===== src/rtl/vga_timing_gen.sv =====
// vga_timing_gen: 800x600@56Hz VGA raster timing gated on a synchronised, settled PLL lock
module vga_timing_gen #(
  parameter int H_ACTIVE = 800,
  parameter int H_FRONT = 24,
  parameter int H_SYNC = 72,
  parameter int H_BACK = 128,
  parameter int V_ACTIVE = 600,
  parameter int V_FRONT = 1,
  parameter int V_SYNC = 2,
  parameter int V_BACK = 22,
  parameter logic H_POL = 1'b1,
  parameter logic V_POL = 1'b1,
  parameter int SETTLE_CYCLES = 1024,
  parameter int CW = 11
) (
  input  logic          vga_clk,
  input  logic          rst,
  input  logic          pll_lock,
  output logic          hsync,
  output logic          vsync,
  output logic          de,
  output logic [CW-1:0] pix_x,
  output logic [CW-1:0] pix_y,
  output logic          line_start,
  output logic          frame_start,
  output logic          running
);
  localparam int H_TOTAL = H_ACTIVE + H_FRONT + H_SYNC + H_BACK;
  localparam int V_TOTAL = V_ACTIVE + V_FRONT + V_SYNC + V_BACK;
  localparam logic [CW-1:0] H_ACT = CW'(H_ACTIVE);
  localparam logic [CW-1:0] V_ACT = CW'(V_ACTIVE);
  localparam logic [CW-1:0] HS_BEG = CW'(H_ACTIVE + H_FRONT);
  localparam logic [CW-1:0] HS_END = CW'(H_ACTIVE + H_FRONT + H_SYNC);
  localparam logic [CW-1:0] VS_BEG = CW'(V_ACTIVE + V_FRONT);
  localparam logic [CW-1:0] VS_END = CW'(V_ACTIVE + V_FRONT + V_SYNC);
  localparam logic [CW-1:0] H_LAST = CW'(H_TOTAL - 1);
  localparam logic [CW-1:0] V_LAST = CW'(V_TOTAL - 1);
  localparam logic [CW-1:0] S_LAST = CW'(SETTLE_CYCLES - 1);

  typedef enum logic [1:0] {WAIT_LOCK, SETTLE, RUN} state_t;

  state_t state_q, state_d;
  logic [1:0] sync_q, sync_d;
  logic [CW-1:0] settle_q, settle_d, h_q, h_d, v_q, v_d;
  logic [CW-1:0] pix_x_q, pix_x_d, pix_y_q, pix_y_d;
  logic hsync_q, hsync_d, vsync_q, vsync_d, de_q, de_d;
  logic line_start_q, line_start_d, frame_start_q, frame_start_d, running_q, running_d;
  logic lock_s, run;

  assign lock_s = sync_q[1];
  assign run = state_q == RUN;

  // next state and raster counters; counters stay cleared outside RUN
  always_comb begin
    sync_d = {sync_q[0], pll_lock};
    state_d = state_q;
    settle_d = '0;
    h_d = '0;
    v_d = '0;
    case (state_q)
      WAIT_LOCK: state_d = lock_s ? SETTLE : WAIT_LOCK;
      SETTLE: begin
        state_d = !lock_s ? WAIT_LOCK : (settle_q == S_LAST) ? RUN : SETTLE;
        settle_d = (lock_s && settle_q != S_LAST) ? settle_q + 1'b1 : '0;
      end
      RUN: begin
        state_d = lock_s ? RUN : WAIT_LOCK;
        h_d = (!lock_s || h_q == H_LAST) ? '0 : h_q + 1'b1;
        v_d = !lock_s ? '0 : (h_q != H_LAST) ? v_q : (v_q == V_LAST) ? '0 : v_q + 1'b1;
      end
      default: state_d = WAIT_LOCK;
    endcase
  end

  // decode of the current counters into the next registered outputs
  always_comb begin
    de_d = run && h_q < H_ACT && v_q < V_ACT;
    hsync_d = (run && h_q >= HS_BEG && h_q < HS_END) ? H_POL : ~H_POL;
    vsync_d = (run && v_q >= VS_BEG && v_q < VS_END) ? V_POL : ~V_POL;
    line_start_d = run && h_q == '0;
    frame_start_d = run && h_q == '0 && v_q == '0;
    running_d = run;
    pix_x_d = h_q;
    pix_y_d = v_q;
  end

  // state, synchroniser, counters and output registers
  always_ff @(posedge vga_clk) begin
    if (rst) begin
      state_q <= WAIT_LOCK;
      sync_q <= '0;
      settle_q <= '0;
      h_q <= '0;
      v_q <= '0;
      hsync_q <= ~H_POL;
      vsync_q <= ~V_POL;
      de_q <= 1'b0;
      line_start_q <= 1'b0;
      frame_start_q <= 1'b0;
      running_q <= 1'b0;
      pix_x_q <= '0;
      pix_y_q <= '0;
    end else begin
      state_q <= state_d;
      sync_q <= sync_d;
      settle_q <= settle_d;
      h_q <= h_d;
      v_q <= v_d;
      hsync_q <= hsync_d;
      vsync_q <= vsync_d;
      de_q <= de_d;
      line_start_q <= line_start_d;
      frame_start_q <= frame_start_d;
      running_q <= running_d;
      pix_x_q <= pix_x_d;
      pix_y_q <= pix_y_d;
    end
  end

  assign hsync = hsync_q;
  assign vsync = vsync_q;
  assign de = de_q;
  assign line_start = line_start_q;
  assign frame_start = frame_start_q;
  assign running = running_q;
  assign pix_x = pix_x_q;
  assign pix_y = pix_y_q;
endmodule

===== config.mk =====
export PLATFORM = sky130hd
export DESIGN_NAME = vga_timing_gen
export DESIGN_NICKNAME = d
export VERILOG_FILES = /design/src/rtl/vga_timing_gen.sv
export SDC_FILE = /design/constraint.sdc
export NUM_CORES = 1
export LEC_CHECK = 0
export CORE_ASPECT_RATIO = 0.8
export CORE_UTILIZATION = 54
export CTS_CLUSTER_SIZE = 28
export DETAILED_ROUTE_END_ITERATION = 8
export PLACE_DENSITY = 0.78
export SETUP_SLACK_MARGIN = 0.1
export SLEW_MARGIN = 20
export SYNTH_ARGS = -nofsm -noshare
export SYNTH_HDL_FRONTEND = slang
export SYNTH_SLANG_ARGS = --single-unit

===== constraint.sdc =====
create_clock -name vga_clk -period 3 [get_ports vga_clk]
set_clock_uncertainty 0.2 [all_clocks]
set_input_delay 0.45 -clock vga_clk [delete_from_list [all_inputs] [get_ports vga_clk]]
set_output_delay 0.45 -clock vga_clk [all_outputs]
set_load 0.02 [all_outputs]

# [After elaboration in Yosys (flattened, before gate mapping)]
# Index checks and enable logic that the tools add are counted.
[classes] add_sub_neg=3 magnitude_cmp=6 eq_ne=7 mux=8 n_bitwise=4 reduce_logical=17
[op_table] cell="less-than comparator 11 x 10 -> 1 bit, second input constant" n=4
[op_table] cell="adder 11 x 1 -> 11 bit, second input constant" n=3
[op_table] cell="equality test 11 x 10 -> 1 bit, second input constant" n=3
[op_table] cell="greater-or-equal comparator 11 x 10 -> 1 bit, second input constant" n=2
[op_table] cell="logical NOT 11 bit" n=2
[op_table] cell="inequality test 11 x 10 -> 1 bit, second input constant" n=2
[op_table] cell="two-way mux 11 bit" n=1
[op_table] cell="logical AND 1 bit" n=9
[op_table] cell="OR reduction 3 bit" n=3
[op_table] cell="two-way mux 2 bit" n=3
[op_table] cell="case mux 2 bit (3 select lines)" n=1
[op_table] cell="NOT 1 bit" n=4
[op_table] cell="two-way mux 1 bit" n=3
[op_table] cell="equality test 2 x 1 -> 1 bit, second input constant" n=1
[op_table] cell="equality test 2 bit, second input constant" n=1
[op_table] cell="logical NOT 2 bit" n=1
[op_table] cell="logical NOT 1 bit" n=1
[op_table] cell="logical OR 1 bit" n=1
[totals] reg_bits=65 out_inout_bits=28 elab_cells=58

# [Longest topological paths before layout]
[depth] word_depth=4 mapped_depth=7 mapped_depth_nobuf=5

# [Least setup slack after synthesis]
# OpenSTA, ideal clock, no wires.
[synth_path] path_kind="register to register" start="reg h_q[0]" end="reg v_q[7], in the netlist pix_y_d[7]" t_arrival_ns=1.875 t_required_ns=2.730 slack_ns=0.855 stages_incl_launch_ff=7 period_less_slack_ns=2.145 path_cell_list="dfxtp_1 -> ha_1 -> nand4_1 -> or4_1 -> clkbuf_1 -> or4_1 -> a21oi_1"
[synth_between] elab_chain_cells=1
[synth_rtl] element="start, declared" line_no="44" rtl="logic [CW-1:0] settle_q, settle_d, h_q, h_d, v_q, v_d;"
[synth_rtl] element="start signal, assigned" line_no="93" rtl="h_q <= '0;"
[synth_rtl] element="start signal, assigned" line_no="107" rtl="h_q <= h_d;"
[synth_rtl] element="inequality test 11 x 10 -> 1 bit" line_no="69" rtl="v_d = !lock_s ? '0 : (h_q != H_LAST) ? v_q : (v_q == V_LAST) ? '0 : v_q + 1'b1;"
[synth_rtl] element="end signal, assigned" line_no="108" rtl="v_q <= v_d;"
[synth_rtl] element="end, declared" line_no="44"
# Every way passes these cells.
# A chain may end at the register's enable or synchronous reset.

# [Worst setup path after layout]
# Same ends and word-level chain as after synthesis.

==> flow_summary.toml <==
[timing]
hold_ws_ps = 243.4
worst_slew_pin_slew_ps = 523.1
maxSlewHeadroom_pct = 64.63
fin_crit_sh_pct = 83.45
drv_slew = 0
setup-tns-final_ps = 0
min_period_ps = 2503
rsz0062_at_grt = "false"
clock.fmax_mhz = 399.5
setup_viol = 0
finalHoldViolCount = 0

[routing]
drt_iter0_markers = 106
vias_per_cell = 5.389
drt_pass1_iterations = 4
routed_wl_mm = 4.566
vias = 1886
drc_errors = 0
ant_nets = 0
wire_per_inst_um = 13.05

[layout]
drive_above_1_share_pct = 6.826
nets = 297
syn2layout_area_growth_pct = 25.18
diodes = 0

[synthesis]
synth_nets = 266
yosys.area.top_type = "dfxtp_1"
seq_area_frac_synth_pct = 53.12
synthMuxAreaShare_pct = 0
yosysTopAreaCellShare_pct = 53.12
synth_common_cells = "dfxtp_1 (65), nor2_1 (29), nor2b_1 (18)"
ys.flop_type = "dfxtp_1"
synth-seq-cells = 65
syn_avg_cell_area_um2 = 9.532
async_flop_share_pct = 0
yosysMostFrequentCell = "dfxtp_1"
synth_adder_area_share_pct = 3.064
synthXorXnorAreaFrac_pct = 5.720
synthTopCellsByArea = "dfxtp_1 (53%), nor2b_1 (4.6%), nor2_1 (4.4%)"
ys.warnings.count = 0
synth_top_family_by_area = "simple AND/OR/NAND/NOR gates"
syn-cell-area_um2 = 2450
yosysUniqueCellTypes = 34
synth-compound-area-share_pct = 7.916
yosys.area_share.simple_pct = 26.76
synth_edf_count = 0
syn_inst = 257

[worst_setup_path]
worst_path_max_delay_cell = "or4_1"
cp.required_ps = 3080
crit_top_cell = "or4_1"
end_kind = "register"
cp-start-kind = "register"
crit_chain = "ha_1, nand4_1, or4_1, or4_1, a21oi_1"
cp_max_fo = 15
reg2reg_depth = 5
slowest_delay_ps = 690
path_class = "register to register"
arrival_ps = 2580

[global_routing]
antenna_found_initial = 0
met2_usage_pct = 30.97
overflow = 0
globalRoute.busiestLayer = "met2"
grt_pass1_wl_mm = 7.900
use_met3_pct = 11.03
grt_max_degree = 27
grt_pass1_vias = 1702
track_usage_pct = 21.59
use_met1_pct = 28.33

[die]
start_util_pct = 57.55
die_y_um = 62.25
die_area_um2 = 4812
die-width_um = 77.31
core_area_um2 = 4257
ioPinCount = 31
placementRows = 21

[power_and_ir_drop]
power.ir.vdd_worst_uv = 472.2
p_leak_nw = 1.066
cellPowerDensity_nw_per_um2 = 609.7

[flow_run]
cap_viol_max_count = 0

[clocking]
clk_pin_slew_ps = 70
cts_tree = "yes"
cts_setup_buffers = 0
cts_root_buffer = "clkbuf_8"
cts.sinks = 65
hold_buffers = 0
clk_path_buf_depth = 2
cts-resized-gates = 0
numCtsBuffers = 9
clock_latency_ps = 340
htreeDepth = 3

[place]
io_buffer_count = 30
dpl.hpwl_mm = 3.104
gp_congestion = 0.9153

[run_status]
status = "complete, no violations"

[min_path]
worstHoldPathType = "register to register"
whs_path_depth = 1
-- sequential cells by signal, summed over array words and instances, names as in the netlist --
| signal | count |
|---|---|
| sync_q | 2 |
| running | 1 |
| pix_y | 11 |
| frame_start | 1 |
| settle_q | 11 |
| pix_y_d | 11 |
| state_q | 2 |
| vsync | 1 |
| h_q | 11 |
| hsync | 1 |
| pix_x | 11 |
| line_start | 1 |
| de | 1 |
-- critical path, delay by kind of cell (launching register included) --
| kind | cells | cell delay (ps) |
|---|---|---|
| compound gates | 1 | 140 |
| fa+ha+maj | 1 | 270 |
| flops | 1 | 370 |
| simple gates | 3 | 1440 |
-- report_power, final --
part | switching [W] | internal (W)
sequential | 0.000000832 | 0.000864
clock | 0.000314 | 0.000680
combinational | 0.00000622 | 0.00000419
-- worst paths after layout --
kind | from | to | slack, ps
worst max-delay path | h_q[0]$_SDFF_PP0_ | pix_y_d[7]$_SDFFE_PP0N_ | 500
worst min-delay path | settle_q[10]$_SDFF_PP0_ | settle_q[10]$_SDFF_PP0_ | 240
worst max register to register | h_q[0]$_SDFF_PP0_ | pix_y_d[7]$_SDFFE_PP0N_ | 500
worst min register to register | settle_q[10]$_SDFF_PP0_ | settle_q[10]$_SDFF_PP0_ | 240
-- final cells by class --
type                       instances  area, µm²
clock inverter                     5      125.1
tap                               57      71.32
fill                             338       1190
timing repair buffer              32      315.3
inverter                          10      37.54
multi-input combinational        170       1065
clock buffer                      11      151.4
sequential                        65       1301
-- cell families (layout without fill, tap and decap cells) --
group	Yosys count	count (layout)
compound gates	28	28
simple gates	120	120
flops	65	65
fa+ha+maj	6	6
xor+xnor	16	16
buf+inv	22	58
-- layout by cell type (no fill, tap or decap), types with 2 or more instances in the layout --
| cell | n |
|---|---|
| dfxtp_1 | 65 |
| nor4_1 | 5 |
| o31ai_1 | 5 |
| buf_4 | 2 |
| nand2_1 | 15 |
| clkbuf_8 | 11 |
| nand3_1 | 13 |
| o311a_1 | 2 |
| o21ai_0 | 2 |
| inv_1 | 10 |
| a2111oi_0 | 2 |
| or3_1 | 2 |
| nor2_1 | 29 |
| xor2_1 | 7 |
| nand4_1 | 7 |
| a311oi_1 | 2 |
| and3_1 | 6 |
| a21oi_1 | 10 |
| nor4b_1 | 3 |
| xnor2_1 | 9 |
| nor3_1 | 7 |
| nor2b_1 | 18 |
| ha_1 | 6 |
| or4_1 | 7 |
| and4_1 | 3 |
| bufinv_16 | 4 |
| nor3b_1 | 2 |
| clkdlybuf4s50_1 | 30 |
-- routing by layer --
metal	share of wire [%]	up-vias	wire (µm)
met5	0	-	0
li1	-	964	-
met1	48	854	2199
met2	43	60	1949
met3	8.0	8	364
met4	1.2	0	53
-- stage by stage --
step	area, µm²	instances	power [W]	setup slack [ps]	util [%]
floorplan	2450	257	0.0008906	855.3	-
global placement	2790	334	0.0008951	584.2	65.55
detailed placement	2790	334	0.0008954	504.4	65.55
CTS	3067	350	0.001880	490.4	72.05
global route	3067	350	0.001928	384.7	72.05
finish	3067	350	0.001870	496.6	72.05
Note: power is estimated with default switching activity, not from simulation.
